--- src/rtl/avalon_arbiter.sv ---
// Two-master round-robin arbiter in front of one shared Avalon-MM slave.
// Master 0 is instruction fetch and master 1 is the data port. The slave command passes straight through from the granted master.
module avalon_arbiter #(
    parameter int ADDR_W = 32,
    parameter int CNT_W  = 16
) (
    input  logic              clk,
    input  logic              reset_n,

    input  logic [ADDR_W-1:0] m0_address,
    input  logic [3:0]        m0_byteenable,
    input  logic              m0_read,
    input  logic              m0_write,
    input  logic [31:0]       m0_writedata,
    output logic [31:0]       m0_readdata,
    output logic              m0_waitrequest,

    input  logic [ADDR_W-1:0] m1_address,
    input  logic [3:0]        m1_byteenable,
    input  logic              m1_read,
    input  logic              m1_write,
    input  logic [31:0]       m1_writedata,
    output logic [31:0]       m1_readdata,
    output logic              m1_waitrequest,

    output logic [ADDR_W-1:0] s_address,
    output logic [3:0]        s_byteenable,
    output logic              s_read,
    output logic              s_write,
    output logic [31:0]       s_writedata,
    input  logic [31:0]       s_readdata,
    input  logic              s_waitrequest,

    output logic [CNT_W-1:0]  grant_count0,
    output logic [CNT_W-1:0]  grant_count1
);

    // state   | meaning
    // IDLE    | no master granted, slave command idle
    // BUSY0   | master 0 owns the slave
    // BUSY1   | master 1 owns the slave
    typedef enum logic [1:0] {S_IDLE, S_BUSY0, S_BUSY1} state_t;

    state_t             state_q, state_d;
    logic               last_grant_q, last_grant_d;
    logic [CNT_W-1:0]   cnt0_q, cnt0_d;
    logic [CNT_W-1:0]   cnt1_q, cnt1_d;
    logic               m0_req, m1_req;

    assign m0_req = m0_read | m0_write;
    assign m1_req = m1_read | m1_write;

    // On a tie the grant goes to the master that did not complete last.
    function automatic state_t pick(input logic r0, input logic r1, input logic lg);
        if (r0 && r1)
            return lg ? S_BUSY0 : S_BUSY1;
        else if (r0)
            return S_BUSY0;
        else if (r1)
            return S_BUSY1;
        else
            return S_IDLE;
    endfunction

    always_ff @(posedge clk or negedge reset_n) begin
        if (!reset_n) begin
            state_q      <= S_IDLE;
            last_grant_q <= 1'b1;
            cnt0_q       <= '0;
            cnt1_q       <= '0;
        end else begin
            state_q      <= state_d;
            last_grant_q <= last_grant_d;
            cnt0_q       <= cnt0_d;
            cnt1_q       <= cnt1_d;
        end
    end

    always_comb begin
        state_d      = state_q;
        last_grant_d = last_grant_q;
        cnt0_d       = cnt0_q;
        cnt1_d       = cnt1_q;
        case (state_q)
            S_IDLE: begin
                state_d = pick(m0_req, m1_req, last_grant_q);
            end
            S_BUSY0: begin
                if (!m0_req) begin
                    state_d = S_IDLE;
                end else if (!s_waitrequest) begin
                    last_grant_d = 1'b0;
                    cnt0_d       = cnt0_q + CNT_W'(1);
                    state_d      = pick(m0_req, m1_req, 1'b0);
                end
            end
            S_BUSY1: begin
                if (!m1_req) begin
                    state_d = S_IDLE;
                end else if (!s_waitrequest) begin
                    last_grant_d = 1'b1;
                    cnt1_d       = cnt1_q + CNT_W'(1);
                    state_d      = pick(m0_req, m1_req, 1'b1);
                end
            end
            default: state_d = S_IDLE;
        endcase
    end

    // Reset forces IDLE, so these defaults also define the in-reset outputs.
    always_comb begin
        s_address      = '0;
        s_byteenable   = '0;
        s_read         = 1'b0;
        s_write        = 1'b0;
        s_writedata    = '0;
        m0_readdata    = '0;
        m1_readdata    = '0;
        m0_waitrequest = m0_req;
        m1_waitrequest = m1_req;
        case (state_q)
            S_BUSY0: begin
                s_address      = m0_address;
                s_byteenable   = m0_byteenable;
                s_read         = m0_read;
                s_write        = m0_write;
                s_writedata    = m0_writedata;
                m0_readdata    = s_readdata;
                m0_waitrequest = m0_req & s_waitrequest;
            end
            S_BUSY1: begin
                s_address      = m1_address;
                s_byteenable   = m1_byteenable;
                s_read         = m1_read;
                s_write        = m1_write;
                s_writedata    = m1_writedata;
                m1_readdata    = s_readdata;
                m1_waitrequest = m1_req & s_waitrequest;
            end
            default: ;
        endcase
    end

    assign grant_count0 = cnt0_q;
    assign grant_count1 = cnt1_q;

endmodule

--- config.mk ---
export PLATFORM = sky130hd
export DESIGN_NAME = avalon_arbiter
export DESIGN_NICKNAME = d
export VERILOG_FILES = /design/src/rtl/avalon_arbiter.sv
export SDC_FILE = /design/constraint.sdc
export NUM_CORES = 1
export LEC_CHECK = 0
export CAP_MARGIN = 20
export CORE_AREA = 2 2 132 134
export DETAILED_ROUTE_END_ITERATION = 12
export DIE_AREA = 0 0 134 136
export HOLD_SLACK_MARGIN = 0.08
export SYNTH_ARGS = -nofsm -noshare
export SYNTH_HDL_FRONTEND = slang
export SYNTH_SLANG_ARGS = --single-unit
export TNS_END_PERCENT = 100
--- constraint.sdc ---
create_clock -name clk -period 1.5 [get_ports clk]
set_input_delay 0.15 -clock clk [delete_from_list [all_inputs] [get_ports clk]]
set_output_delay 0.15 -clock clk [all_outputs]
set_load 0.005 [all_outputs]
==> out/results.txt, run 1 <==
sw power: 5.33 mW
CTS tree: built
Die Wd: 134 um
commonest non-fill, non-tap cell in the layout: clkdlybuf4s50_1
H-tree Lvls: 2
syn avg cell area: 8.30 um2
FF-to-FF End: grant_count1[14]$_DFFE_PN0P_
fin area: 0.00907 mm2
sequential fraction of the synthesis area: 27.3%
slew margin rel.: 61.4%
share of layout cells above drive strength 1: 55.5%
post-route setup slack: -449 ps
Starting Density: 19.0%
drt drc: 0
First DRT Iteration DRCs: 111
Vias: 4622
FP Rows: 48
io pins: 343
wire per inst: 19.3 um
diodes inserted: 0
maxcap violations: 0
Req. time, crit path: 1660 ps
FMAX: 513 MHz
critical-path maximum fanout: 5
PwrDens: 1620 mW/mm2
Die Ht: 136 um
final core occ: 53.8%
R2R setup slack: -450 ps
r2r startpoint: state_q[0]$_DFFE_PN0P_
vias in the first global route: 4910
clock tree buffer depth: 2
Routed Antenna Nets: 0
DP Area: 0.00723 mm2
synth unique cells: 30
final hold slack: 316 ps
CP Data Arrival Time: 2110 ps
clock group share of total power: 6.9%
first-pass GRT wire length: 28.3 mm
delay-heaviest family, CP: simple AND/OR/NAND/NOR gates
GRT overflow: 0
Pins Over Slew Limit: 0
worst reg-to-reg path cell count: 10
minimum clock period: 1950 ps
Fin. Hold Viols: 0
pin count of the biggest net entering global routing: 36
RSZ-0062 raised after global routing: yes
GRT Util Overall: 20.0%
Synth Register Bits: 35
dpl cells: 965
clock latency on the worst-skew pair: 280 ps
YS warnings: 0
Critical Path Sink: grant_count1[14]$_DFFE_PN0P_
crit path launch: state_q[0]$_DFFE_PN0P_
Sw Ratio: 36.3%
die area: 0.0182 mm2
clk_skew: 7.06 ps
crit path cell chain: inv_2 -> buf_6 -> ha_4 -> buf_6 -> buf_6 -> buf_6 -> nand2b_4 -> nor4_4 -> nand3_1 -> xnor2_1
routed vias/inst: 4.48
internal power: 9.37 mW
final setup TNS: -54190 ps
TritonRoute pass-1 iters: 4
cell mode on critical path: buf_6
clock buffer count from CTS: 5
element type at the critical path end: flop
initial antenna violation count: 2
Hold Path Class: in -> async
share of power burned in registers: 8.5%
post-detail-place hpwl: 13.5 mm
number of port buffers: 342
CTS clk-pin slew, worst paths: 60 ps
Gate power share: 84.5%
clk sinks: 35
CP Depth: 10
root buffer cell: clkbuf_16
status: finished with violations
most frequent cells in the layout: clkdlybuf4s50_1 (206), buf_6 (96), a22oi_2 (66)
Worst Setup Start Kind: flop
Layout area overhead: 183%
post-synth net total: 570
cell count after synthesis: 387
fin crit share: 130%
crit path buf inv count: 5
CP peak stage delay: 410 ps
CP max stage cell: dfrtp_1
hold_buf cts: 0
final setup fails: 171
Finished Layout Cells: 1032
Final GP Congestion: 0.808
maximum VDD drop: 0.000793 V
Mapped Area: 0.00321 mm2
final WL: 19.9 mm
LEAKAGE: 3.78 nW
CP Class: reg -> reg
failing checks: negative setup slack
# nets final: 990
core area: 0.0169 mm2
worst-margin pin slew: 579 ps
[sequential cells by signal, summed over array words and instances (netlist names)]
name	count
grant_count1	16
grant_count0	16
last_grant_q	1
state_q	2
[cell usage after synthesis]
cell	n	area share, %
nor2b_1	72	14
a22oi_1	70	16
and2_1	65	13
dfrtp_1	34	27
clkbuf_1	25	2.9
xnor2_1	25	6.8
nand2_1	14	1.6
nand3_1	13	2.0
ha_1	8	3.1
nand4_1	7	1.4
nor2_1	7	0.82
buf_2	6	0.94
a21oi_1	5	0.78
xor2_1	5	1.4
inv_1	4	0.47
nor3_1	4	0.62
and3_1	3	0.58
mux2_2	3	1.1
a2111oi_0	2	0.55
and4_1	2	0.55
mux2_1	2	0.70
nor3_2	2	0.62
o21ai_0	2	0.31
dfstp_2	1	0.82
nand2b_4	1	0.43
nor2_2	1	0.19
nor4_4	1	0.66
nor4b_4	1	0.74
o21ai_1	1	0.16
or2_1	1	0.19
[worst reg2reg max path: stages (launching register included)]
cell	delay (ps)
dfrtp_1	410
inv_2	130
buf_6	120
ha_4	140
buf_6	90
buf_6	90
buf_6	90
nand2b_4	80
nor4_4	390
nand3_1	150
xnor2_1	140
[cells by family (layout without fill, tap and decap cells)]
| kind of cell | Yosys count | count (layout) | share of synthesized area [%] |
|---|---|---|---|
| adders and majority gates | 8 | 8 | 3.12 |
| xor gates and xnor gates | 30 | 30 | 8.18 |
| buffers and inverters | 35 | 455 | 4.33 |
| AOI/OAI and AO/OA | 80 | 80 | 18.2 |
| muxes | 5 | 5 | 1.75 |
| DFF | 35 | 35 | 27.3 |
| and+or+nand+nor | 194 | 194 | 37.1 |
[power by group through the flow]
stage          registers (mW)  logic, mW  clock network, mW
2_1_floorplan            1.26       3.14                  0
4_1_cts                  1.25       11.2               1.04
3_3_place_gp             1.23       7.68                  0
5_1_grt                  1.28       13.1               1.10
6_report                 1.26       12.4               1.02
3_5_place_dp             1.24       7.77                  0
[routing by layer]
layer	share of wire, %	track usage (%)	vias up
li1	-	-	2188
met1	39	23.5	2251
met2	55	37.6	162
met3	5.1	3.95	17
met4	1.2	3.96	4
met5	0.13	0	-
[worst min path at each step]
stage                                             from                           end  slack [ps]
final                                          reset_n   grant_count0[0]$_DFFE_PN0P_         320
after CTS                                      reset_n   grant_count0[0]$_DFFE_PN0P_         340
after global routing                           reset_n  grant_count0[15]$_DFFE_PN0P_         370
after floorplan                                reset_n   grant_count0[0]$_DFFE_PN0P_        -150
after global placement    grant_count1[15]$_DFFE_PN0P_  grant_count1[15]$_DFFE_PN0P_         460
after detailed placement  grant_count0[15]$_DFFE_PN0P_  grant_count0[15]$_DFFE_PN0P_         470
[through the flow]
stage,setup WS (ps),power [mW]
after floorplan,-3.20,4.40
after global placement,-473,8.91
after detailed placement,-533,9.01
after CTS,-427,13.5
after global routing,-537,15.5
final,-449,14.7
[timing repair]
item,4_1_cts,5_1_grt
gates cloned,13,5
resized for setup,744,137
pin swaps,40,28
setup endpoints to repair,170,173
setup buffers,42,10
[area by class of cell]
type,instances,area [um2]
fillers,1481,7800
clock inverters,1,5.00
well taps,225,282
multi-input cells,317,3100
flip-flops and latches,35,880
repair buffers,444,4650
inverters,4,17.5
clock buffers,6,139
Note: power is estimated with default switching activity, not from simulation.
==> inputs of run 2 (changes only) <==
Settings changed: CAP_MARGIN 20 to not set.
==> results of run 2 <==
No change in the layout: final DEF, timing and power equal those of run 1.
==> inputs of run 3 (changes only) <==
Clock period 1.5 ns to 2.3 ns, I/O delays scaled along.
==> run 3 against run 2 <==
The run now ends clean. Power shrank 54%. Non-clock buffer count down 78. Sequential power down 34%. Die area unchanged. Global-route usage decreased by 2.3 points. Hold slack gained 66 ps. Critical path type is now reg -> out.
==> out/results.txt, run 3 (synthesis results as in run 1) <==
status: finished clean
slew margin rel.: 63.7% (+2.3 points)
Die Wd: 134 um (unchanged)
clock latency on the worst-skew pair: 270 ps (about the same)
CP Class: reg -> out
pin count of the biggest net entering global routing: 40 (+11%)
io pins: 343 (unchanged)
PwrDens: 912 mW/mm2 (-44%)
final setup fails: 0 (-100%)
maxcap violations: 0 (unchanged)
Req. time, crit path: 2070 ps (+410 ps)
root buffer cell: clkbuf_16
initial antenna violation count: 0 (-2)
H-tree Lvls: 2 (unchanged)
fin area: 0.00745 mm2 (-18%)
Hold Path Class: in -> async
CP Data Arrival Time: 2050 ps (-60 ps)
maximum VDD drop: 0.000429 V (-46%)
minimum clock period: 2280 ps
First DRT Iteration DRCs: 141 (+27%)
clock buffer count from CTS: 5 (unchanged)
Tot Pwr: 6.80 mW (-54%)
drt drc: 0 (unchanged)
clk_skew: 3.60 ps (-3.46 ps)
FP Rows: 48 (unchanged)
Fin. Hold Viols: 0 (unchanged)
Layout area overhead: 132%
Vias: 4206 (-9.0%)
GRT Util Overall: 17.7% (-2.3 points)
wire per inst: 18.3 um (-4.9%)
post-detail-place hpwl: 13.5 mm (-0.48%)
routed vias/inst: 4.41 (-1.6%)
fin crit share: 99.2%
LEAKAGE: 3.16 nW (-16%)
clk sinks: 35 (unchanged)
Fill cells: 1611 (+8.8%)
number of port buffers: 342 (unchanged)
final setup TNS: 0 ps (+54190 ps)
final WL: 17.5 mm (-12%)
core area: 0.0169 mm2 (unchanged)
Pins Over Slew Limit: 0 (unchanged)
FMAX: 438 MHz
Final GP Congestion: 0.783 (-3.2%)
DP Area: 0.00695 mm2 (-3.9%)
TritonRoute pass-1 iters: 4 (unchanged)
share of layout cells above drive strength 1: 7.27% (-48 points)
worst-margin pin slew: 542 ps (-36.8 ps)
Die Ht: 136 um (unchanged)
Starting Density: 19.0% (unchanged)
vias in the first global route: 4325 (-12%)
first-pass GRT wire length: 25.1 mm (-11%)
GRT overflow: 0 (unchanged)
die area: 0.0182 mm2 (unchanged)
CTS tree: built
diodes inserted: 0 (unchanged)
Worst Setup Start Kind: flop
# nets final: 912 (-7.9%)
commonest non-fill, non-tap cell in the layout: clkdlybuf4s50_1
Routed Antenna Nets: 0 (unchanged)
element type at the critical path end: output pin
final core occ: 44.2% (-9.6 points)
hold_buf cts: 0 (unchanged)
clock tree buffer depth: 2 (unchanged)
RSZ-0062 raised after global routing: yes
critical-path maximum fanout: 28 (+23)
most frequent cells in the layout: clkdlybuf4s50_1 (312), nor2b_1 (71), a22oi_1 (66)
CTS clk-pin slew, worst paths: 50 ps (about the same)
## run 3: worst paths after layout
check / from / to / slack [ps] / cells after the start
worst max-delay path: state_q[1]$_DFFE_PN0P_ / s_writedata[25] / 20 / 6
worst min-delay path: reset_n / grant_count0[9]$_DFFE_PN0P_ / 380 / 2
worst max register to register: state_q[0]$_DFFE_PN0P_ / grant_count1[15]$_DFFE_PN0P_ / 360 / 7
worst min register to register: grant_count0[15]$_DFFE_PN0P_ / grant_count0[15]$_DFFE_PN0P_ / 470 / 1
max in group asynchronous: reset_n / state_q[1]$_DFFE_PN0P_ / 1560 / 2
min in group clk: grant_count0[15]$_DFFE_PN0P_ / grant_count0[15]$_DFFE_PN0P_ / 470 / 1
## run 3: where the power goes
part           switching (mW)  leakage, nW  internal, mW  total (mW)
clock network           0.240       0.0727         0.422       0.662
registers               0.115        0.468         0.716       0.832
logic                    2.15         2.62          3.15        5.31
## run 3: per-stage QoR
step	cells	setup WS [ps]	hold WS [ps]
final	954	18.5	381
after global routing	954	-47.4	440
after CTS	947	-12.4	399
after detailed placement	932	92.0	470
after global placement	932	162	462
after floorplan	387	648	-65.6
## run 3: worst max-delay path, stage by stage (launching register included)
cell             delay, ps
dfrtp_2                430
buf_4                  150
ha_4                   190
buf_12                 170
a22oi_1                300
nor2b_1                 80
clkdlybuf4s50_1        450
## run 3: what timing repair did
item,4_1_cts,5_1_grt
endpoints found under the hold margin,0,0
gates resized for setup,17,33
pin swaps,1,0
setup endpoints to repair,83,76
setup buffers,4,6
gates cloned,4,1
## run 3: final cells by class
class | count | area [um2] | area share [%]
timing repair buffer | 366 | 3870 | 52.0
multi-input combinational | 317 | 2250 | 30.3
sequential | 35 | 880 | 11.8
tap | 225 | 282 | 3.78
clock buffer | 6 | 139 | 1.86
inverter | 4 | 20.0 | 0.269
clock inverter | 1 | 5.00 | 0.0672
## run 3: metal layers
metal	wire length [um]	global-route usage, %
met5	0	0
met4	346	4.31
met3	1070	4.18
met2	9120	32.1
met1	6950	21.0
